<file path="config.mk">
export PLATFORM = sky130hd
export DESIGN_NAME = jogador_automatico
export DESIGN_NICKNAME = d
export VERILOG_FILES = /design/src/rtl/jogador_automatico.sv
export SDC_FILE = /design/constraint.sdc
export NUM_CORES = 1
export LEC_CHECK = 0
export ABC_CLOCK_PERIOD_IN_PS = 3600
export CAP_MARGIN = 20
export CORE_ASPECT_RATIO = 2
export CORE_MARGIN = 4
export CORE_UTILIZATION = 45
export DETAILED_ROUTE_END_ITERATION = 10
export SLEW_MARGIN = 25
export SYNTH_ARGS = -nofsm -noshare
export SYNTH_HDL_FRONTEND = slang
export SYNTH_SLANG_ARGS = --single-unit
</file>
<file path="constraint.sdc">
create_clock -name clock -period 3.6 [get_ports clock]
set_input_delay 0.54 -clock clock [delete_from_list [all_inputs] [get_ports clock]]
set_output_delay 0.54 -clock clock [all_outputs]
set_load 0.01 [all_outputs]
</file>
<file path="src/rtl/jogador_automatico.sv">
// jogador_automatico: automatic player that captures the game's LED sequence and replays it on botoes,
// optionally appending one new value per round in modo2.
module jogador_automatico #(
  parameter int DEPTH  = 16,
  parameter int PULSO  = 3,
  parameter int ESPACO = 2503
) (
  input  logic       clock,
  input  logic       reset,
  input  logic       habilitar,
  input  logic       modo2,
  input  logic       forca_erro,
  input  logic [3:0] leds,
  input  logic       vez_jogador,
  input  logic       ganhou,
  input  logic       perdeu,
  input  logic       pronto,
  output logic [3:0] botoes,
  output logic       ativo,
  output logic       fim,
  output logic       erro_capacidade,
  output logic [3:0] db_estado,
  output logic [4:0] db_comprimento
);
  localparam int AW = $clog2(DEPTH);
  localparam int CW = AW + 1;
  typedef enum logic [2:0] {OCIOSO, OBSERVA, APERTA, SOLTA, GRAVA_APERTA, GRAVA_SOLTA, FIM} estado_t;
  estado_t state_q, state_d;
  logic [CW-1:0] cap_q, cap_d, play_q, play_d, comp_q, comp_d;
  logic [11:0] timer_q, timer_d;
  logic [1:0] novo_q, novo_d;
  logic erro_q, erro_d, vez_prev_q;
  logic [3:0] leds_prev_q, wdata, atual;
  logic [AW-1:0] waddr;
  logic we, captura, sobe;
  logic [3:0] mem_q [DEPTH];
  always_comb begin
    state_d = state_q;
    cap_d = cap_q;
    play_d = play_q;
    comp_d = comp_q;
    novo_d = novo_q;
    erro_d = erro_q;
    we = 1'b0;
    waddr = cap_q[AW-1:0];
    wdata = leds;
    captura = leds != 4'b0 && leds_prev_q == 4'b0;
    sobe = vez_jogador && !vez_prev_q;
    if (!habilitar) state_d = OCIOSO;
    else if (state_q != OCIOSO && (ganhou || perdeu || pronto)) state_d = FIM;
    else
      case (state_q)
        OCIOSO: if (!pronto) begin
          state_d = OBSERVA;
          cap_d = '0;
          comp_d = '0;
        end
        OBSERVA: begin
          if (captura) begin
            if (cap_q == CW'(DEPTH)) erro_d = 1'b1;
            else begin
              we = 1'b1;
              cap_d = cap_q + CW'(1);
              comp_d = cap_q + CW'(1);
            end
          end
          // a capture on the same cycle as the turn edge still counts toward the replay
          if (sobe) begin
            if (comp_d != '0) begin
              state_d = APERTA;
              play_d = '0;
            end else if (modo2) state_d = GRAVA_APERTA;
          end
        end
        APERTA: if (timer_q == 12'(PULSO - 1)) state_d = SOLTA;
        SOLTA: if (timer_q == 12'(ESPACO)) begin
          play_d = play_q + CW'(1);
          if (play_q + CW'(1) < comp_q) state_d = APERTA;
          else begin
            state_d = modo2 ? GRAVA_APERTA : OBSERVA;
            cap_d = '0;
          end
        end
        GRAVA_APERTA: if (timer_q == 12'(PULSO - 1)) begin
          state_d = GRAVA_SOLTA;
          novo_d = novo_q + 2'd1;
          if (comp_q == CW'(DEPTH)) erro_d = 1'b1;
          else begin
            we = 1'b1;
            waddr = comp_q[AW-1:0];
            wdata = 4'b1 << novo_q;
            comp_d = comp_q + CW'(1);
          end
        end
        GRAVA_SOLTA: if (timer_q == 12'(ESPACO)) begin
          state_d = OBSERVA;
          cap_d = '0;
        end
        default: ;
      endcase
    timer_d = state_d == state_q ? timer_q + 12'd1 : 12'd0;
  end
  always_ff @(posedge clock) begin
    leds_prev_q <= leds;
    vez_prev_q <= vez_jogador;
    if (we) mem_q[waddr] <= wdata;
    if (!reset) begin
      state_q <= OCIOSO;
      cap_q <= '0;
      play_q <= '0;
      comp_q <= '0;
      timer_q <= '0;
      novo_q <= '0;
      erro_q <= 1'b0;
    end else begin
      state_q <= state_d;
      cap_q <= cap_d;
      play_q <= play_d;
      comp_q <= comp_d;
      timer_q <= timer_d;
      novo_q <= novo_d;
      erro_q <= erro_d;
    end
  end
  always_comb begin
    atual = mem_q[play_q[AW-1:0]];
    botoes = state_q == APERTA ? (forca_erro ? {atual[2:0], atual[3]} : atual) :
             state_q == GRAVA_APERTA ? 4'b1 << novo_q : 4'b0;
  end
  assign ativo = state_q != OCIOSO && state_q != FIM;
  assign fim = state_q == FIM;
  assign erro_capacidade = erro_q;
  assign db_estado = {1'b0, state_q};
  assign db_comprimento = 5'(comp_q);
endmodule

</file>
After elaboration in Yosys (flattened, before gate mapping)
Memory sizes are Yosys's and may differ from the RTL's. A register that Yosys moved wholly into a read port is not among the register bits.
Cells that the tools add are included.
{"block": "word_totals", "output_inout_bits": 16, "memories": 1, "inputBits": 13, "ff_bits": 38, "elab_cells": 125, "mem_bits_rw": 64}
{"name": "mem_q", "words": 16, "width": 4, "read_ports": 1, "rd_ports_with_merged_regs": 1, "write_ports": 1, "line_no": "36", "source": "logic [3:0] mem_q [DEPTH];"}
{"block": "classes", "eq_ne": 24, "muxes": 61, "n_lt_le_gt_ge": 1, "n_reduce_logical": 22, "n_bitwise": 1, "add_sub_neg": 5, "shifts": 1}
{"cell": "5-bit two-way mux", "n": 16}
{"cell": "4-bit two-way mux", "n": 15}
{"cell": "3-bit two-way mux", "n": 12}
{"cell": "2-bit != test (second input constant)", "n": 12}
{"cell": "5-bit case mux with 4 select lines", "n": 1}
{"cell": "3-bit case mux with 6 select lines", "n": 1}
{"cell": "5-bit by 1-bit adder with 5-bit output (second input constant)", "n": 3}
{"cell": "5-bit case mux with 3 select lines", "n": 1}
{"cell": "12-bit by 1-bit adder with 12-bit output (second input constant)", "n": 1}
{"cell": "12-bit == test (second input constant)", "n": 1}
{"cell": "12-bit by 2-bit == test with 1-bit output (second input constant)", "n": 1}
{"cell": "1-bit two-way mux", "n": 12}
{"cell": "6-bit AND reduction", "n": 2}
{"cell": "5-bit == test (second input constant)", "n": 2}
{"cell": "5-bit case mux with 2 select lines", "n": 1}
{"cell": "3-bit == test (second input constant)", "n": 3}
{"cell": "9-bit AND reduction", "n": 1}
{"cell": "4-bit nonzero test", "n": 2}
{"cell": "7-bit AND reduction", "n": 1}
{"cell": "3-bit by 2-bit == test with 1-bit output (second input constant)", "n": 2}
{"cell": "3-bit nonzero test", "n": 2}
{"cell": "5-bit < comparator", "n": 1}
{"cell": "5-bit nonzero test", "n": 1}
{"cell": "1-bit logical AND", "n": 4}
{"cell": "other kinds (14)", "n": 17}

Logic depth before layout (Yosys ltp)
{"block": "depth", "ltp_word": 14, "ltp_mapped": 11, "depth_no_buf": 10}

Least setup slack after synthesis
OpenSTA, ideal clock, no wires.
{"block": "synth_path", "path_type": "reg2out", "startpoint": "register (tool-made name)", "endpoint": "output port botoes[0]", "n_path_buf": 2, "path_stages_with_launch": 7, "t_arrival_ns": 2.268, "t_required_ns": 3.060, "slack_ns": 0.792, "path_cell_list": "dfxtp_1 > clkbuf_1 > buf_2 > mux4_2 > mux4_2 > mux2i_1 > o21ai_0"}
{"item": "to (decl)", "line_no": "18", "source": "output logic [3:0] botoes,"}

==> flow_summary.ini <==
[worst_setup_path]
cp_num_buf_inv = 2
crit_path_frequent_cell = mux4_2
slowest_stage = mux4_2
worstSetupStartpointType = flop
crit_cells = 6
cp-end-kind = output pin
crit_arrival_ns = 2.88
crit_path_max_incr_delay_ns = 0.60
reg2reg_from = timer_q[5]$_SDFF_PN0_
crit_fanout = 16
required_ns = 3.06
ff2ff_path_depth = 7
path_delay_family = multiplexers
crit_chain = buf_6, mux4_2, mux4_2, mux2i_1, o21ai_0, clkdlybuf4s50_1
crit_type = reg -> out

[global_routing]
grt_start_max_net_pins = 26
grt_pass1_vias = 3774
antenna_found_initial = 0
grt_usage_pct = 19.54
grt_pass1_wl_microns = 20270
grt-ovfl-total = 0

[status]
status = finished, final reports clean

[clocking]
cts_buffers = 9
cts-root-buf = clkbuf_16
ctsHoldBuffers = 0
cts_tree = yes
clock_latency_ns = 0.34
cts_sinks = 106
clkTransAtPathRegs_ns = 0.08
post_cts_buffers = 0
htreeDepth = 3
cts.path.max_buffers = 2

[route]
wl_per_cell_microns = 20.55
vias = 3616
drt_wl_total_microns = 12780
first_iter_violations = 201
drtPass1Iterations = 4
antenna_left = 0
post-route-drc-count = 0
routed_via_density = 5.814

[place]
finalWeightedCongestion = 0.9292
hpwl_microns = 9809
port_buffers = 27

[final_layout]
area_growth_pct = 13.92
final_common_cell = edfxtp_1
final_cell_mix = edfxtp_1 (64), dfxtp_1 (42), nor2_1 (34)
fill_cells = 1014
diodes = 0
nNetsFinal = 503
drive_above_1_share_pct = 16.67

[run]
maxCapViolations = 0

[power]
p_leak_uw = 0.001955
ir_drop_uv = 295.7
p_sw_uw = 655.7
power.share.combinational_pct = 10.8
p_per_area_nw_per_um2 = 421.7
total_power_uw = 2548
power_frac_clock_pct = 37.6
p_seq_share_pct = 51.6
switching_share_pct = 25.73
p_int_uw = 1893

[floorplan]
ioPinCount = 29
dieArea_sq_um = 13690
start_util_pct = 46.43
die_x_microns = 84.77
core_area_sq_um = 11420
rows = 55
die_h_microns = 161.5

[worst_hold_path]
min_path_type = reg -> reg
min_from = play_q[4]$_SDFFE_PN0P_
hold_depth = 2

[synthesis]
ys.warnings.count = 0
seq_area_frac_synth_pct = 52.09
synth-seq-cells = 106
synthFlopType = edfxtp_1
synthCells = 445
syn_area_sq_um = 5304
synth_nets = 473
avgSynthCellArea_sq_um = 11.92
ys_async_sr_fraction_pct = 0
ys_types = 67
synth_edf_count = 64

[sta]
hold_viol = 0
worst_pin_slew_ns = 0.6116
max_slew_margin_pct = 58.80
setup_viol = 0
finalCritPeriodShare_pct = 95.09
max_freq_mhz = 292.1
final.setup.tns_ns = 0
maxSlewViolCount = 0
rsz0062_at_grt = no
min_period_ns = 3.423
skew_ns = 0.007014
## worst register-to-register path: stages, from the launching register on
cell	delay, ns
dfxtp_1	0.33
or4_4	0.58
nor4_4	0.47
nand3_1	0.26
nor2_1	0.30
nor3b_1	0.09
a31oi_1	0.44
nor2_1	0.22
## cell families after synthesis
group / synth area share [%]
AOI/OAI and AO/OA: 10.76
xor gates and xnor gates: 3.326
adders and majority gates: 3.539
buffers and inverters: 3.184
DFF: 52.09
muxes: 10.47
other: 0.07070
and+or+nand+nor: 16.56
## power groups by stage
stage / logic [uW] / registers [uW] / clock network (uW)
finish: 276 / 1310 / 957
global route: 301 / 1320 / 1040
CTS: 277 / 1310 / 980
detailed placement: 275 / 1340 / 0
global placement: 275 / 1340 / 0
floorplan: 189 / 1340 / 0
## state kept, by name (all words and copies together), names as in the netlist, 2 cells and up, named ones only
name,count
cap_q,5
db_comprimento,5
leds_prev_q,4
mem_q,64
novo_q,2
play_q,5
state_q,3
timer_q,12
## final timing paths
| kind | to | slack (ns) |
|---|---|---|
| max | botoes[1] | 0.18 |
| min | play_q[4]$_SDFFE_PN0P_ | 0.46 |
| max reg2reg | mem_q[10][2]$_DFFE_PP_ | 0.64 |
| min reg2reg | play_q[4]$_SDFFE_PN0P_ | 0.46 |
## cells in the mapped netlist, drive strengths merged (12+ instances only)
cell	n	area (sq um)
nor2	34	127.6
edfxtp	64	1922
o21ai	23	115.1
nand3	26	135.1
dfxtp	42	840.8
clkbuf	14	52.55
inv	15	56.30
mux4	20	450.4
a21oi	12	60.06
ha	15	187.7
nand2	33	123.9
nor3	24	170.2
## final cells by class
type / instances / area (sq um) / share of cell area [%]
sequential: 106 / 2763 / 45.72
tap: 142 / 177.7 / 2.941
clock inverter: 6 / 57.56 / 0.9526
timing repair buffer: 42 / 386.6 / 6.399
clock buffer: 10 / 229.0 / 3.790
inverter: 15 / 56.30 / 0.9319
multi-input combinational: 301 / 2372 / 39.26
## metal layers
layer | up-vias | global-route usage [%] | share of wire, %
met5 | - | 0 | 0
met4 | 0 | 11.53 | 5.4
met3 | 36 | 2.808 | 2.3
met2 | 80 | 37.12 | 57
met1 | 1766 | 19.48 | 35
li1 | 1734 | - | -
## timing repair
action | in CTS | in global routing
hold endpoints to repair | 0 | 0
endpoints found under the setup margin | 0 | 1
resized for setup | 0 | 1
## stage by stage
step / cell area, sq um / hold slack [ns] / instances / util [%] / setup WS [ns]
2_1_floorplan: 5304 / 0.4423 / 445 / - / 0.7917
3_3_place_gp: 5752 / 0.4481 / 606 / 50.35 / 0.3434
3_5_place_dp: 5752 / 0.4579 / 606 / 50.35 / 0.3613
4_1_cts: 6038 / 0.4675 / 622 / 52.86 / 0.1056
5_1_grt: 6042 / 0.4855 / 622 / 52.89 / 0.06948
6_report: 6042 / 0.4624 / 622 / 52.89 / 0.1769
Power figures use the tool's default switching activity.
